===== src/rtl/button_conditioner.sv =====
// Multi-channel push-button conditioner for the pixel-clock domain.
// Each channel synchronises a raw button, debounces it and produces a clean
// level, one-cycle press/release pulses and a step pulse with hold-to-repeat.
//
// Ports:
//   pixel_clk   - single clock for all logic
//   reset       - asynchronous, active-high reset
//   btn_in      - raw active-high buttons, asynchronous to pixel_clk
//   repeat_en   - per-channel auto-repeat enable (synchronous)
//   btn_level   - debounced button state
//   btn_press   - one-cycle pulse when btn_level rises
//   btn_release - one-cycle pulse when btn_level falls
//   btn_step    - one-cycle pulse on press, then on each auto-repeat
module button_conditioner #(
    parameter int unsigned N_CH            = 4,
    parameter int unsigned SYNC_STAGES     = 2,
    parameter int unsigned DEBOUNCE_CYCLES = 250000,
    parameter int unsigned REPEAT_DELAY    = 12500000,
    parameter int unsigned REPEAT_RATE     = 2500000
) (
    input  logic            pixel_clk,
    input  logic            reset,
    input  logic [N_CH-1:0] btn_in,
    input  logic [N_CH-1:0] repeat_en,
    output logic [N_CH-1:0] btn_level,
    output logic [N_CH-1:0] btn_press,
    output logic [N_CH-1:0] btn_release,
    output logic [N_CH-1:0] btn_step
);

    // Counters only ever hold values up to (count - 1).
    localparam int unsigned DB_W   = (DEBOUNCE_CYCLES > 1) ? $clog2(DEBOUNCE_CYCLES) : 1;
    localparam int unsigned RP_MAX = (REPEAT_DELAY > REPEAT_RATE) ? REPEAT_DELAY : REPEAT_RATE;
    localparam int unsigned RP_W   = (RP_MAX > 1) ? $clog2(RP_MAX) : 1;

    localparam logic [DB_W-1:0] DB_LAST    = DB_W'(DEBOUNCE_CYCLES - 1);
    localparam logic [RP_W-1:0] DELAY_LAST = RP_W'(REPEAT_DELAY - 1);
    localparam logic [RP_W-1:0] RATE_LAST  = RP_W'(REPEAT_RATE - 1);

    typedef enum logic [1:0] {
        IDLE,
        HOLD_DELAY,
        REPEATING
    } rep_state_t;

    for (genvar i = 0; i < int'(N_CH); i++) begin : g_ch
        logic [SYNC_STAGES-1:0] sync_q;
        logic                   sync;
        logic                   stable_q;
        logic [DB_W-1:0]        db_cnt;
        logic                   db_done;
        logic                   press_q;
        logic                   release_q;
        logic                   step_q;
        rep_state_t             state_q;
        logic [RP_W-1:0]        rp_cnt;

        assign sync    = sync_q[SYNC_STAGES-1];
        // Stable level flips on the next edge when this is high.
        assign db_done = (sync != stable_q) && (db_cnt == DB_LAST);

        // Metastability synchroniser.
        always_ff @(posedge pixel_clk or posedge reset) begin
            if (reset) begin
                sync_q <= '0;
            end else begin
                sync_q <= {sync_q[SYNC_STAGES-2:0], btn_in[i]};
            end
        end

        // Debounce: accept a new level only after DEBOUNCE_CYCLES disagreeing samples.
        always_ff @(posedge pixel_clk or posedge reset) begin
            if (reset) begin
                stable_q <= 1'b0;
                db_cnt   <= '0;
            end else if (sync != stable_q) begin
                if (db_cnt == DB_LAST) begin
                    stable_q <= ~stable_q;
                    db_cnt   <= '0;
                end else begin
                    db_cnt <= db_cnt + DB_W'(1);
                end
            end else begin
                db_cnt <= '0;
            end
        end

        // Edge pulses registered alongside the level change.
        always_ff @(posedge pixel_clk or posedge reset) begin
            if (reset) begin
                press_q   <= 1'b0;
                release_q <= 1'b0;
            end else begin
                press_q   <= db_done & ~stable_q;
                release_q <= db_done &  stable_q;
            end
        end

        // Repeat FSM: release beats repeat_en drop, which beats timer expiry.
        always_ff @(posedge pixel_clk or posedge reset) begin
            if (reset) begin
                state_q <= IDLE;
                rp_cnt  <= '0;
                step_q  <= 1'b0;
            end else begin
                step_q <= 1'b0;
                if (db_done && !stable_q) begin
                    step_q  <= 1'b1;
                    rp_cnt  <= '0;
                    state_q <= repeat_en[i] ? HOLD_DELAY : IDLE;
                end else if (db_done && stable_q) begin
                    state_q <= IDLE;
                    rp_cnt  <= '0;
                end else begin
                    case (state_q)
                        IDLE: begin
                            rp_cnt <= '0;
                        end
                        HOLD_DELAY: begin
                            if (!repeat_en[i]) begin
                                state_q <= IDLE;
                                rp_cnt  <= '0;
                            end else if (rp_cnt == DELAY_LAST) begin
                                step_q  <= 1'b1;
                                rp_cnt  <= '0;
                                state_q <= REPEATING;
                            end else begin
                                rp_cnt <= rp_cnt + RP_W'(1);
                            end
                        end
                        REPEATING: begin
                            if (!repeat_en[i]) begin
                                state_q <= IDLE;
                                rp_cnt  <= '0;
                            end else if (rp_cnt == RATE_LAST) begin
                                step_q <= 1'b1;
                                rp_cnt <= '0;
                            end else begin
                                rp_cnt <= rp_cnt + RP_W'(1);
                            end
                        end
                        default: begin
                            state_q <= IDLE;
                            rp_cnt  <= '0;
                        end
                    endcase
                end
            end
        end

        assign btn_level[i]   = stable_q;
        assign btn_press[i]   = press_q;
        assign btn_release[i] = release_q;
        assign btn_step[i]    = step_q;
    end

endmodule


===== config.mk =====
export PLATFORM = sky130hd
export DESIGN_NAME = button_conditioner
export DESIGN_NICKNAME = d
export VERILOG_FILES = /design/src/rtl/button_conditioner.sv
export SDC_FILE = /design/constraint.sdc
export NUM_CORES = 1
export LEC_CHECK = 0
export CELL_PAD_IN_SITES_DETAIL_PLACEMENT = 0
export CELL_PAD_IN_SITES_GLOBAL_PLACEMENT = 2
export CORE_MARGIN = 5
export CORE_UTILIZATION = 31
export CTS_CLUSTER_SIZE = 24
export DETAILED_ROUTE_END_ITERATION = 12
export PLACE_DENSITY = 0.62
export SKIP_CTS_REPAIR_TIMING = 1
export SLEW_MARGIN = 10
export SYNTH_ARGS = -nofsm -noshare
export SYNTH_HDL_FRONTEND = slang
export SYNTH_SLANG_ARGS = --single-unit

===== constraint.sdc =====
create_clock -name pixel_clk -period 9.3 [get_ports pixel_clk]
set_input_delay 2.79 -clock pixel_clk [delete_from_list [all_inputs] [get_ports pixel_clk]]
set_output_delay 2.79 -clock pixel_clk [all_outputs]
set_load 0.1 [all_outputs]

**Word level (Yosys, flattened, before mapping)**

Index checks and enable logic that the tools add are counted.

- Flip-flop bits (word level): 200
- Input port bits: 10
- Output and inout bits: 16

- $add $sub $neg: 8
- Eq/ne operators: 36
- Mux-type cells: 92
- Bitwise logic cells: 12
- Reduce and logical (&&, ||, !) cells: 28

Operators by type and width:

| operator | number |
|---|---|
| 2-to-1 mux 24 bit | 24 |
| case mux 24 bit (2 select lines) | 4 |
| 2-to-1 mux 18 bit | 8 |
| adder 24 x 1 -> 24 bit (second input constant) | 4 |
| == test 24 x 22 -> 1 bit (second input constant) | 4 |
| == test 24 bit (second input constant) | 4 |
| adder 18 x 1 -> 18 bit (second input constant) | 4 |
| == test 18 bit (second input constant) | 4 |
| 2-to-1 mux 2 bit | 20 |
| 2-to-1 mux 1 bit | 28 |
| case mux 2 bit (3 select lines) | 4 |
| inequality test 5 bit (second input constant) | 4 |
| inequality test 4 bit (second input constant) | 4 |
| logical AND 1 bit | 12 |
| inequality test 3 bit (second input constant) | 4 |
| AND reduction 3 bit | 4 |
| bitwise AND 1 bit | 8 |
| == test 2 x 1 -> 1 bit (second input constant) | 4 |
| == test 2 bit (second input constant) | 4 |
| logical NOT 2 bit | 4 |
| case mux 1 bit (2 select lines) | 4 |
| AND reduction 2 bit | 4 |
| logical NOT 1 bit | 4 |
| inequality test 1 bit | 4 |
| inverter 1 bit | 4 |

**Logic depth before layout (Yosys ltp)**

Gate-level depths: netlist of the first run.

- Depth in word-level cells: 6
- Mapped depth: 7

**Least setup slack after synthesis of the first run**

Ideal clock, no wire load.

- Kind: in2reg
- Start point: in repeat_en[1]
- End point: reg g_ch[1].rp_cnt[10]
- Library setup time: 72 ps
- Arrival time: 3,482 ps
- Required time: 9,228 ps
- Setup slack: 5,746 ps
- Stages on the path: 5
- Buffers on the path: 1
- Cells stage by stage: nand2_1 a31o_2 a21o_1 buf_2 nor2_1

- Longest elaborated chain between the ends: 4

RTL lines:

| what | RTL line | RTL |
|---|---|---|
| start: declaration | 24 | `input logic [N_CH-1:0] repeat_en,` |
| 2-to-1 mux 24 bit (on tied branches) | 132, 120 |  |
| case mux 24 bit (2 select lines) (*) | 115 | `case (state_q)` |
| 2-to-1 mux 24 bit (*) | 111 | `end else if (db_done && stable_q) begin` |
| 2-to-1 mux 24 bit (*) | 107 | `if (db_done && !stable_q) begin` |
| end signal: assignment | 128 | `rp_cnt <= rp_cnt + RP_W'(1);` |
| end signal: assignment | 139 | `rp_cnt <= rp_cnt + RP_W'(1);` |
| end: declaration | 56 | `logic [RP_W-1:0] rp_cnt;` |

Mark *: on every way between the ends. The rest lies on a longest branch, timed or not.
A chain may end at the register's enable or synchronous reset.

**Final worst setup path of the first run**

- Start point: reg g_ch[0].stable_q
- End point: out btn_level[0]

RTL lines:

| what | RTL line | RTL |
|---|---|---|
| start: declaration | 49 | `logic stable_q;` |
| start signal: assignment | 78 | `stable_q <= ~stable_q;` |
| end: declaration | 25 | `output logic [N_CH-1:0] btn_level,` |

No word-level cell between the ends.

==> results of run 1 <==
[through the flow]
stage / std cells / hold slack (ns) / power (uW)
global route: 1519 / 0.366 / 1780
global placement: 1487 / 0.333 / 986
detailed placement: 1487 / 0.336 / 984
floorplan: 1062 / 0.331 / 960
CTS: 1519 / 0.358 / 1740
finish: 1519 / 0.356 / 1700
[logic make-up after synthesis]
logic type | after synthesis | synth area share [%]
simple gates | 557 | 27.3
flops | 200 | 48.9
compound gates | 46 | 3.57
buf+inv | 79 | 4.00
fa+ha+maj | 20 | 2.45
mux | 3 | 0.367
xor+xnor | 157 | 13.4
[state kept, by name, summed over array words and instances (netlist names)]
register        flops
g_ch.stable_q       4
g_ch.sync_q         8
g_ch.step_q         4
g_ch.press_q        4
g_ch.db_cnt        72
g_ch.rp_cnt        96
g_ch.release_q      4
g_ch.state_q        8
[Yosys cell counts (12+ instances only)]
library cell and instances:
nor2_1 215, dfrtp_1 200, xnor2_1 82, nand2_1 76, xor2_1 75, nand3_1 59, nand4_1 45, nor3_1 37
inv_1 34, and3_1 22, buf_4 22, ha_1 20, nor4_1 20, clkbuf_1 14, and2_1 12
[final timing paths]
kind                                              start                      endpoint  slack (ns)  cells after the start
max                        g_ch[0].stable_q$_DFFE_PP0N_                  btn_level[0]        4.29                      1
min reg2reg                 g_ch[1].sync_q[0]$_DFF_PP0_   g_ch[1].sync_q[1]$_DFF_PP0_        0.36                      0
min in group asynchronous                         reset  g_ch[2].rp_cnt[23]$_DFF_PP0_        2.85                      2
max in group asynchronous                         reset  g_ch[3].stable_q$_DFFE_PP0N_        5.24                      3
min                         g_ch[1].sync_q[0]$_DFF_PP0_   g_ch[1].sync_q[1]$_DFF_PP0_        0.36                      0
max reg2reg                g_ch[3].db_cnt[11]$_DFF_PP0_   g_ch[3].db_cnt[9]$_DFF_PP0_        6.79                      5
[power groups by stage]
stage | clock network [uW] | registers [uW] | logic, uW
final | 733 | 889 | 75.6
after CTS | 768 | 889 | 78.7
after detailed placement | 0 | 906 | 78.2
after floorplan | 0 | 903 | 57.0
after global placement | 0 | 906 | 80.1
after global routing | 797 | 890 | 90.2
[area by class of cell]
| type | instances | share of cell area [%] |
|---|---|---|
| inverters | 34 | 1.19 |
| flip-flops and latches | 200 | 44.1 |
| clock inverters | 15 | 1.21 |
| clock buffers | 17 | 3.75 |
| repair buffers | 28 | 2.40 |
| well taps | 442 | 4.87 |
| multi-input cells | 783 | 42.5 |
[layer usage]
layer	vias to the layer above	share of wire, %
met5	-	0
met4	0	1.4
met3	20	2.0
met2	58	45
met1	3501	52
li1	3615	-
==> impl_metrics.py, run 1 <==
metrics = {
    "global_routing": {
        "grt.overflow.total": 0,
        "grt_pass1_vias": 7376,
        "grt_max_degree": 94,
        "use_met2_pct": 19.2,
        "grt_use_met3_pct": 2.22,
        "antenna_found_initial": 0,
        "grt_pass1_wl_um": 37900,
        "busiest_layer": "met2",
        "track_usage_pct": 12.5,
        "grt.met1_usage_pct": 18.1,
    },
    "synthesis": {
        "synth-main-ff-cell": "dfrtp_1",
        "avgSynthCellArea_um2": 9.63,
        "synth_cells": 1062,
        "yosysWarnings": 0,
        "synth_top_cell_area_share_pct": 48.9,
        "yosysUniqueCellTypes": 64,
        "syn_area_um2": 10200,
        "async_flop_share_pct": 100,
        "synth_edf_count": 0,
        "synth-seq-area-share_pct": 48.9,
        "yosysTopAreaCell": "dfrtp_1",
        "synth_seq_cells": 200,
        "synth_area_leaders": "dfrtp_1 49%, nor2_1 7.9%, xnor2_1 7.0%",
        "syn_nets": 1092,
    },
    "finish": {
        "final_cell_mix": "215 x nor2_1, 200 x dfrtp_1, 82 x xnor2_1",
        "fillers": 3388,
        "drive_gt1_share_pct": 5.29,
        "fin_area_um2": 11300,
        "syn_to_final_growth_pct": 10.9,
        "layout_commonest_cell": "nor2_1",
        "fin_util_pct": 34.9,
        "register_area_um2": 5000,
        "multi_input_area_um2": 4820,
        "fin_nets": 1094,
        "diodes": 0,
    },
    "power": {
        "p_int_uw": 1260,
        "switchingPower_uw": 437,
        "power_density_nw_per_um2": 150,
        "comb_power_share_pct": 4.5,
        "sequentialPowerShare_pct": 52.4,
        "switching_share_pct": 25.8,
        "leakage_uw": 0.00435,
        "vdd_drop_max_mv": 0.124,
        "p_clk_share_pct": 43.2,
    },
    "clock_tree": {
        "cts-root-buf": "clkbuf_16",
        "cts_made_buffers": 17,
        "clock_path_buffers": 2,
        "cts_tree": "built",
        "htreeDepth": 4,
        "clk_latency_ns": 0.45,
        "cts.sinks": 200,
        "clk_pin_slew_ns": 0.08,
    },
    "setup_path": {
        "path_delay_family": "buffers and inverters",
        "critPathKind": "flop to primary output",
        "startpoint_type": "flop",
        "arrival_ns": 2.22,
        "crit_slowest_cell": "clkdlybuf4s50_1",
        "cpPeakStageDelay_ns": 1.21,
        "critPathMaxFanout": 9,
        "end_kind": "primary output",
        "critPathBufInv": 1,
        "critPathRequiredTime_ns": 6.51,
        "crit_chain": "clkdlybuf4s50_1",
    },
    "detailed_routing": {
        "wl_per_cell_um": 14.2,
        "wl_um": 21500,
        "final_antenna_net_count": 0,
        "route.detailed.drc": 0,
        "dr.first_iter.drc_count": 441,
        "via_count": 7194,
        "drt_first_pass_iters": 6,
        "vias_per_cell": 4.74,
    },
    "die": {
        "rows": 66,
        "start_util_pct": 31.4,
        "die_w_um": 192,
        "die_area_um2": 36700,
        "core_um2": 32500,
        "die_y_um": 192,
        "ios": 26,
    },
    "timing": {
        "hold_viol": 0,
        "finClkSkew_ns": 0.0163,
        "tightest_slew_ns": 0.987,
        "min_period_ns": 5.01,
        "rsz0062_at_grt": "no",
        "setup_viol": 0,
        "setup_ws_ns": 4.29,
        "maxSlewHeadroom_pct": 34.0,
        "clock.fmax_ghz": 0.200,
        "slew_violations": 0,
        "post-route-period-util_pct": 53.9,
        "fin_tns_setup_ns": 0,
    },
    "status": {
        "status": "completed",
    },
    "place": {
        "io_buffers": 25,
        "placed_area_um2": 10800,
        "dp_hpwl_um": 14300,
        "gp_congestion": 0.693,
        "pre_cts_slack_ns": 4.64,
    },
    "run": {
        "max-cap-violations": 0,
    },
    "worst_hold_path": {
        "hold_path_class": "flop to flop",
    },
}
No activity file was read; power rests on OpenSTA's default activity.
==> inputs of run 2 (changes only) <==
==> constraint.sdc (replaced) <==
create_clock -name pixel_clk -period 4.75 [get_ports pixel_clk]
set_input_delay 1.425 -clock pixel_clk [delete_from_list [all_inputs] [get_ports pixel_clk]]
set_output_delay 1.425 -clock pixel_clk [all_outputs]
set_load 0.1 [all_outputs]
==> run 2 against run 1 <==
Largest cell class unchanged. Die area unchanged. Largest power group unchanged. Critical path depth is the same. Core utilization grew 0.13 points. Critical path type unchanged. Count of clock-buffer cells in the layout unchanged.
==> impl_metrics.py, run 2 (synthesized netlist as in run 1, its figures left out) <==
metrics = {
    "worst_hold_path": {
        "hold_path_class": "flop to flop",
    },
    "power": {
        "switchingPower_uw": 821,
        "comb_power_share_pct": 4.6,
        "switching_share_pct": 24.6,
        "p_clk_share_pct": 43.2,
        "vdd_drop_max_mv": 0.243,
        "sequentialPowerShare_pct": 52.2,
        "power_density_nw_per_um2": 293,
        "leakage_uw": 0.00437,
        "p_int_uw": 2510,
    },
    "detailed_routing": {
        "wl_per_cell_um": 14.0,
        "dr.first_iter.drc_count": 309,
        "final_antenna_net_count": 0,
        "route.detailed.drc": 0,
        "vias_per_cell": 4.68,
        "drt_first_pass_iters": 4,
        "via_count": 7116,
        "wl_um": 21300,
    },
    "status": {
        "status": "completed",
    },
    "die": {
        "core_um2": 32500,
        "start_util_pct": 31.4,
        "ios": 26,
        "die_area_um2": 36700,
        "die_w_um": 192,
        "die_y_um": 192,
        "rows": 66,
    },
    "setup_path": {
        "critPathBufInv": 1,
        "crit_slowest_cell": "clkdlybuf4s50_1",
        "arrival_ns": 2.18,
        "critPathKind": "flop to primary output",
        "critPathRequiredTime_ns": 3.32,
        "end_kind": "primary output",
        "crit_chain": "clkdlybuf4s50_1",
        "startpoint_type": "flop",
        "critPathMaxFanout": 9,
        "cpPeakStageDelay_ns": 1.20,
        "path_delay_family": "buffers and inverters",
    },
    "global_routing": {
        "grt.overflow.total": 0,
        "grt_pass1_vias": 7349,
        "antenna_found_initial": 0,
        "track_usage_pct": 12.2,
        "grt_max_degree": 77,
        "grt_pass1_wl_um": 36900,
    },
    "clock_tree": {
        "clk_latency_ns": 0.44,
        "cts_tree": "built",
        "cts_made_buffers": 17,
        "htreeDepth": 4,
        "clk_pin_slew_ns": 0.08,
        "cts.sinks": 200,
        "clock_path_buffers": 2,
        "cts-root-buf": "clkbuf_16",
    },
    "finish": {
        "final_cell_mix": "215 x nor2_1, 200 x dfrtp_1, 82 x xnor2_1",
        "diodes": 0,
        "multi_input_area_um2": 4820,
        "largest_reg_flops": 96,
        "fillers": 3379,
        "drive_gt1_share_pct": 5.47,
        "largest-register": "g_ch.rp_cnt",
        "syn_to_final_growth_pct": 11.3,
        "fin_nets": 1096,
        "layout_commonest_cell": "nor2_1",
        "largestRegisters": "g_ch.rp_cnt (96), g_ch.db_cnt (72)",
        "register_area_um2": 5000,
    },
    "timing": {
        "finClkSkew_ns": 0.0131,
        "hold_viol": 0,
        "fin_tns_setup_ns": 0,
        "slew_violations": 0,
        "setup_viol": 0,
        "min_period_ns": 3.61,
        "maxSlewHeadroom_pct": 31.3,
        "clock.fmax_ghz": 0.277,
        "tightest_slew_ns": 1.02,
        "post-route-period-util_pct": 76.0,
        "hold_slack_ns": 0.349,
        "rsz0062_at_grt": "no",
    },
    "place": {
        "gp_congestion": 0.714,
        "io_buffers": 25,
        "dp_hpwl_um": 14400,
    },
    "run": {
        "max-cap-violations": 0,
    },
}
-- run 2: per-layer routing --
| layer | global-route usage [%] | routed length [um] |
|---|---|---|
| met5 | 0 | 0 |
| met4 | 2.82 | 182 |
| met3 | 2.64 | 449 |
| met2 | 19.4 | 9700 |
| met1 | 17.1 | 10900 |
-- run 2: cell type report --
| cell class | count | area share (%) |
|---|---|---|
| Clock buffer | 17 | 3.74 |
| Clock inverter | 15 | 1.25 |
| Timing Repair Buffer | 30 | 2.75 |
| Multi-Input combinational cell | 783 | 42.3 |
| Tap cell | 442 | 4.86 |
| Inverter | 34 | 1.15 |
| Sequential cell | 200 | 44.0 |
-- run 2: worst paths after layout --
kind / startpoint / end / slack [ns] / depth (start not counted)
max reg2reg: g_ch[3].db_cnt[11]$_DFF_PP0_ / g_ch[3].db_cnt[8]$_DFF_PP0_ / 2.30 / 5
min in group asynchronous: reset / g_ch[3].db_cnt[2]$_DFF_PP0_ / 1.42 / 2
min reg2reg: g_ch[3].sync_q[0]$_DFF_PP0_ / g_ch[3].sync_q[1]$_DFF_PP0_ / 0.35 / 0
max in group asynchronous: reset / g_ch[2].sync_q[0]$_DFF_PP0_ / 2.50 / 3
min: g_ch[3].sync_q[0]$_DFF_PP0_ / g_ch[3].sync_q[1]$_DFF_PP0_ / 0.35 / 0
max: g_ch[0].stable_q$_DFFE_PP0N_ / btn_level[0] / 1.14 / 1
-- run 2: power groups by stage --
stage	combinational (uW)	clock, uW	sequential [uW]
3_3_place_gp	161	0	1770
6_report	154	1440	1740
5_1_grt	179	1570	1740
4_1_cts	160	1510	1740
2_1_floorplan	112	0	1770
3_5_place_dp	159	0	1770
-- run 2: through the flow --
step	cells	total power [uW]	util [%]	setup slack (ns)	instance area, um^2
after floorplan	1062	1880	-	0.737	10200
after global placement	1489	1940	33.3	1.60	10800
after detailed placement	1489	1930	33.3	1.58	10800
after CTS	1521	3410	35.0	1.09	11400
after global routing	1521	3490	35.0	1.03	11400
final	1521	3330	35.0	1.14	11400
==> inputs of run 3 (changes only) <==
--- a/config.mk
+++ b/config.mk
@@ -11,7 +11,7 @@
 export CORE_UTILIZATION = 31
 export CTS_CLUSTER_SIZE = 24
 export DETAILED_ROUTE_END_ITERATION = 12
-export PLACE_DENSITY = 0.62
+export PLACE_DENSITY = 0.64
 export SKIP_CTS_REPAIR_TIMING = 1
 export SLEW_MARGIN = 10
 export SYNTH_ARGS = -nofsm -noshare
==> constraint.sdc (replaced) <==
create_clock -name pixel_clk -period 3.2 [get_ports pixel_clk]
set_input_delay 0.96 -clock pixel_clk [delete_from_list [all_inputs] [get_ports pixel_clk]]
set_output_delay 0.96 -clock pixel_clk [all_outputs]
set_load 0.1 [all_outputs]
==> run 3 against run 2 <==
Critical path depth is 5 higher. Global-route usage down 0.054 points. Clock skew down 0.0016 ns. Clock power grew 58%. Critical endpoint is now g_ch[0].rp_cnt[8]$_DFF_PP0_. Critical path type is now flop to flop.
==> impl_metrics.py, run 3 (synthesized netlist as in run 1, its figures left out) <==
metrics = {
    "status": {
        "status": "completed",
    },
    "finish": {
        "fin_area_um2": 11400,
        "diodes": 0,
        "largest_reg_flops": 96,
        "fin_nets": 1097,
        "drive_gt1_share_pct": 6.94,
        "register_area_um2": 5000,
        "largest-register": "g_ch.rp_cnt",
        "syn_to_final_growth_pct": 11.6,
        "fillers": 3354,
        "multi_input_area_um2": 4820,
        "layout_commonest_cell": "nor2_1",
        "final_cell_mix": "215 x nor2_1, 200 x dfrtp_1, 82 x xnor2_1",
        "largestRegisters": "g_ch.rp_cnt (96), g_ch.db_cnt (72)",
    },
    "timing": {
        "hold_viol": 0,
        "finClkSkew_ns": 0.0115,
        "fin_tns_setup_ns": 0,
        "tightest_slew_ns": 0.796,
        "post-route-period-util_pct": 72.4,
        "maxSlewHeadroom_pct": 46.5,
        "setup_viol": 0,
        "setup_ws_ns": 0.882,
        "clock.fmax_ghz": 0.431,
        "slew_violations": 0,
        "min_period_ns": 2.32,
        "rsz0062_at_grt": "no",
    },
    "detailed_routing": {
        "vias_per_cell": 4.71,
        "wl_um": 20800,
        "route.detailed.drc": 0,
        "dr.first_iter.drc_count": 371,
        "via_count": 7167,
        "wl_per_cell_um": 13.7,
        "drt_first_pass_iters": 5,
        "final_antenna_net_count": 0,
    },
    "setup_path": {
        "crit_path_end": "g_ch[0].rp_cnt[8]$_DFF_PP0_",
        "path_delay_family": "simple AND/OR/NAND/NOR gates",
        "critPathBufInv": 0,
        "critPathMaxFanout": 24,
        "r2r-start": "g_ch[0].db_cnt[0]$_DFF_PP0_",
        "r2r-end": "g_ch[0].rp_cnt[8]$_DFF_PP0_",
        "crit_slowest_cell": "a211o_2",
        "end_kind": "flop",
        "rr_worst_depth": 6,
        "critPathKind": "flop to flop",
        "cpPeakStageDelay_ns": 0.48,
        "critPathRequiredTime_ns": 3.51,
        "arrival_ns": 2.63,
        "crit_chain": "ha_1, nand3_1, or3_1, nor3_1, a211o_2, nor2_1",
        "regToRegSetupSlack_ns": 0.88,
        "critPathLaunch": "g_ch[0].db_cnt[0]$_DFF_PP0_",
        "critical_path_depth": 6,
        "startpoint_type": "flop",
    },
    "die": {
        "die_w_um": 192,
        "core_um2": 32500,
        "die_area_um2": 36700,
        "rows": 66,
        "start_util_pct": 31.4,
        "ios": 26,
        "die_y_um": 192,
    },
    "global_routing": {
        "grt.overflow.total": 0,
        "busiest_layer": "met2",
        "grt_pass1_vias": 7181,
        "grt_pass1_wl_um": 36800,
        "grt_use_met3_pct": 2.58,
        "use_met2_pct": 18.8,
        "grt_max_degree": 81,
        "antenna_found_initial": 0,
        "grt.met1_usage_pct": 17.3,
        "track_usage_pct": 12.1,
    },
    "place": {
        "io_buffers": 25,
        "gp_congestion": 0.727,
        "dp_hpwl_um": 13900,
        "pre_cts_slack_ns": 0.611,
        "placed_area_um2": 10800,
    },
    "worst_hold_path": {
        "hold_path_class": "flop to flop",
        "hold_depth": 0,
    },
    "power": {
        "leakage_uw": 0.00444,
        "vdd_drop_max_mv": 0.368,
        "comb_power_share_pct": 4.5,
        "p_clk_share_pct": 44.8,
        "switching_share_pct": 22.8,
        "p_int_uw": 3930,
        "switchingPower_uw": 1160,
        "power_density_nw_per_um2": 446,
        "sequentialPowerShare_pct": 50.7,
    },
    "clock_tree": {
        "clock_path_buffers": 2,
        "htreeDepth": 4,
        "cts.sinks": 200,
        "clk_latency_ns": 0.44,
        "cts_tree": "built",
        "clk_pin_slew_ns": 0.07,
        "cts_made_buffers": 17,
        "cts-root-buf": "clkbuf_16",
    },
    "run": {
        "max-cap-violations": 0,
    },
}
[run 3: cell types whose count changed in the layout (fill, tap and decap cells not counted)]
| cell | change |
|---|---|
| buf_4 | +16 |
| clkdlybuf4s50_1 | -16 |
| clkbuf_8 | +3 |
| clkinv_4 | -3 |
| inv_6 | -3 |
| bufinv_16 | +2 |
| buf_12 | +1 |
| clkbuf_1 | +1 |
| clkinv_2 | +1 |
| inv_8 | -1 |
[run 3: per-layer routing]
layer,vias to the layer above,share of wire [%]
met2,61,45
met5,-,0
met4,0,1.0
li1,3622,-
met1,3473,51
met3,11,2.2
[run 3: cell type report]
cell class,instances,share of cell area (%)
Sequential cell,200,43.9
Multi-Input combinational cell,783,42.2
Clock buffer,21,4.12
Timing Repair Buffer,31,2.57
Inverter,34,1.15
Tap cell,442,4.85
Clock inverter,11,1.26
[run 3: worst min-delay path by stage]
stage                                      from                           to  slack, ns
CTS                 g_ch[0].sync_q[0]$_DFF_PP0_  g_ch[0].sync_q[1]$_DFF_PP0_       0.36
global route        g_ch[0].sync_q[0]$_DFF_PP0_  g_ch[0].sync_q[1]$_DFF_PP0_       0.37
global placement    g_ch[0].sync_q[0]$_DFF_PP0_  g_ch[0].sync_q[1]$_DFF_PP0_       0.34
detailed placement  g_ch[0].sync_q[0]$_DFF_PP0_  g_ch[0].sync_q[1]$_DFF_PP0_       0.34
finish              g_ch[0].sync_q[0]$_DFF_PP0_  g_ch[0].sync_q[1]$_DFF_PP0_       0.35
floorplan           g_ch[0].sync_q[0]$_DFF_PP0_  g_ch[0].sync_q[1]$_DFF_PP0_       0.33
[run 3: through the flow]
step	utilization [%]	instances	hold WS [ns]	total power [uW]
3_3_place_gp	33.2	1490	0.336	2870
4_1_cts	35.1	1522	0.358	5210
6_report	35.1	1522	0.353	5090
2_1_floorplan	-	1062	0.331	2790
3_5_place_dp	33.2	1490	0.340	2870
5_1_grt	35.1	1522	0.366	5330
[run 3: power groups by stage]
| stage | combinational, uW | clock, uW | sequential [uW] |
|---|---|---|---|
| after floorplan | 166 | 0 | 2630 |
| after global placement | 239 | 0 | 2630 |
| after detailed placement | 234 | 0 | 2630 |
| after CTS | 236 | 2390 | 2580 |
| after global routing | 266 | 2480 | 2590 |
| final | 227 | 2280 | 2580 |
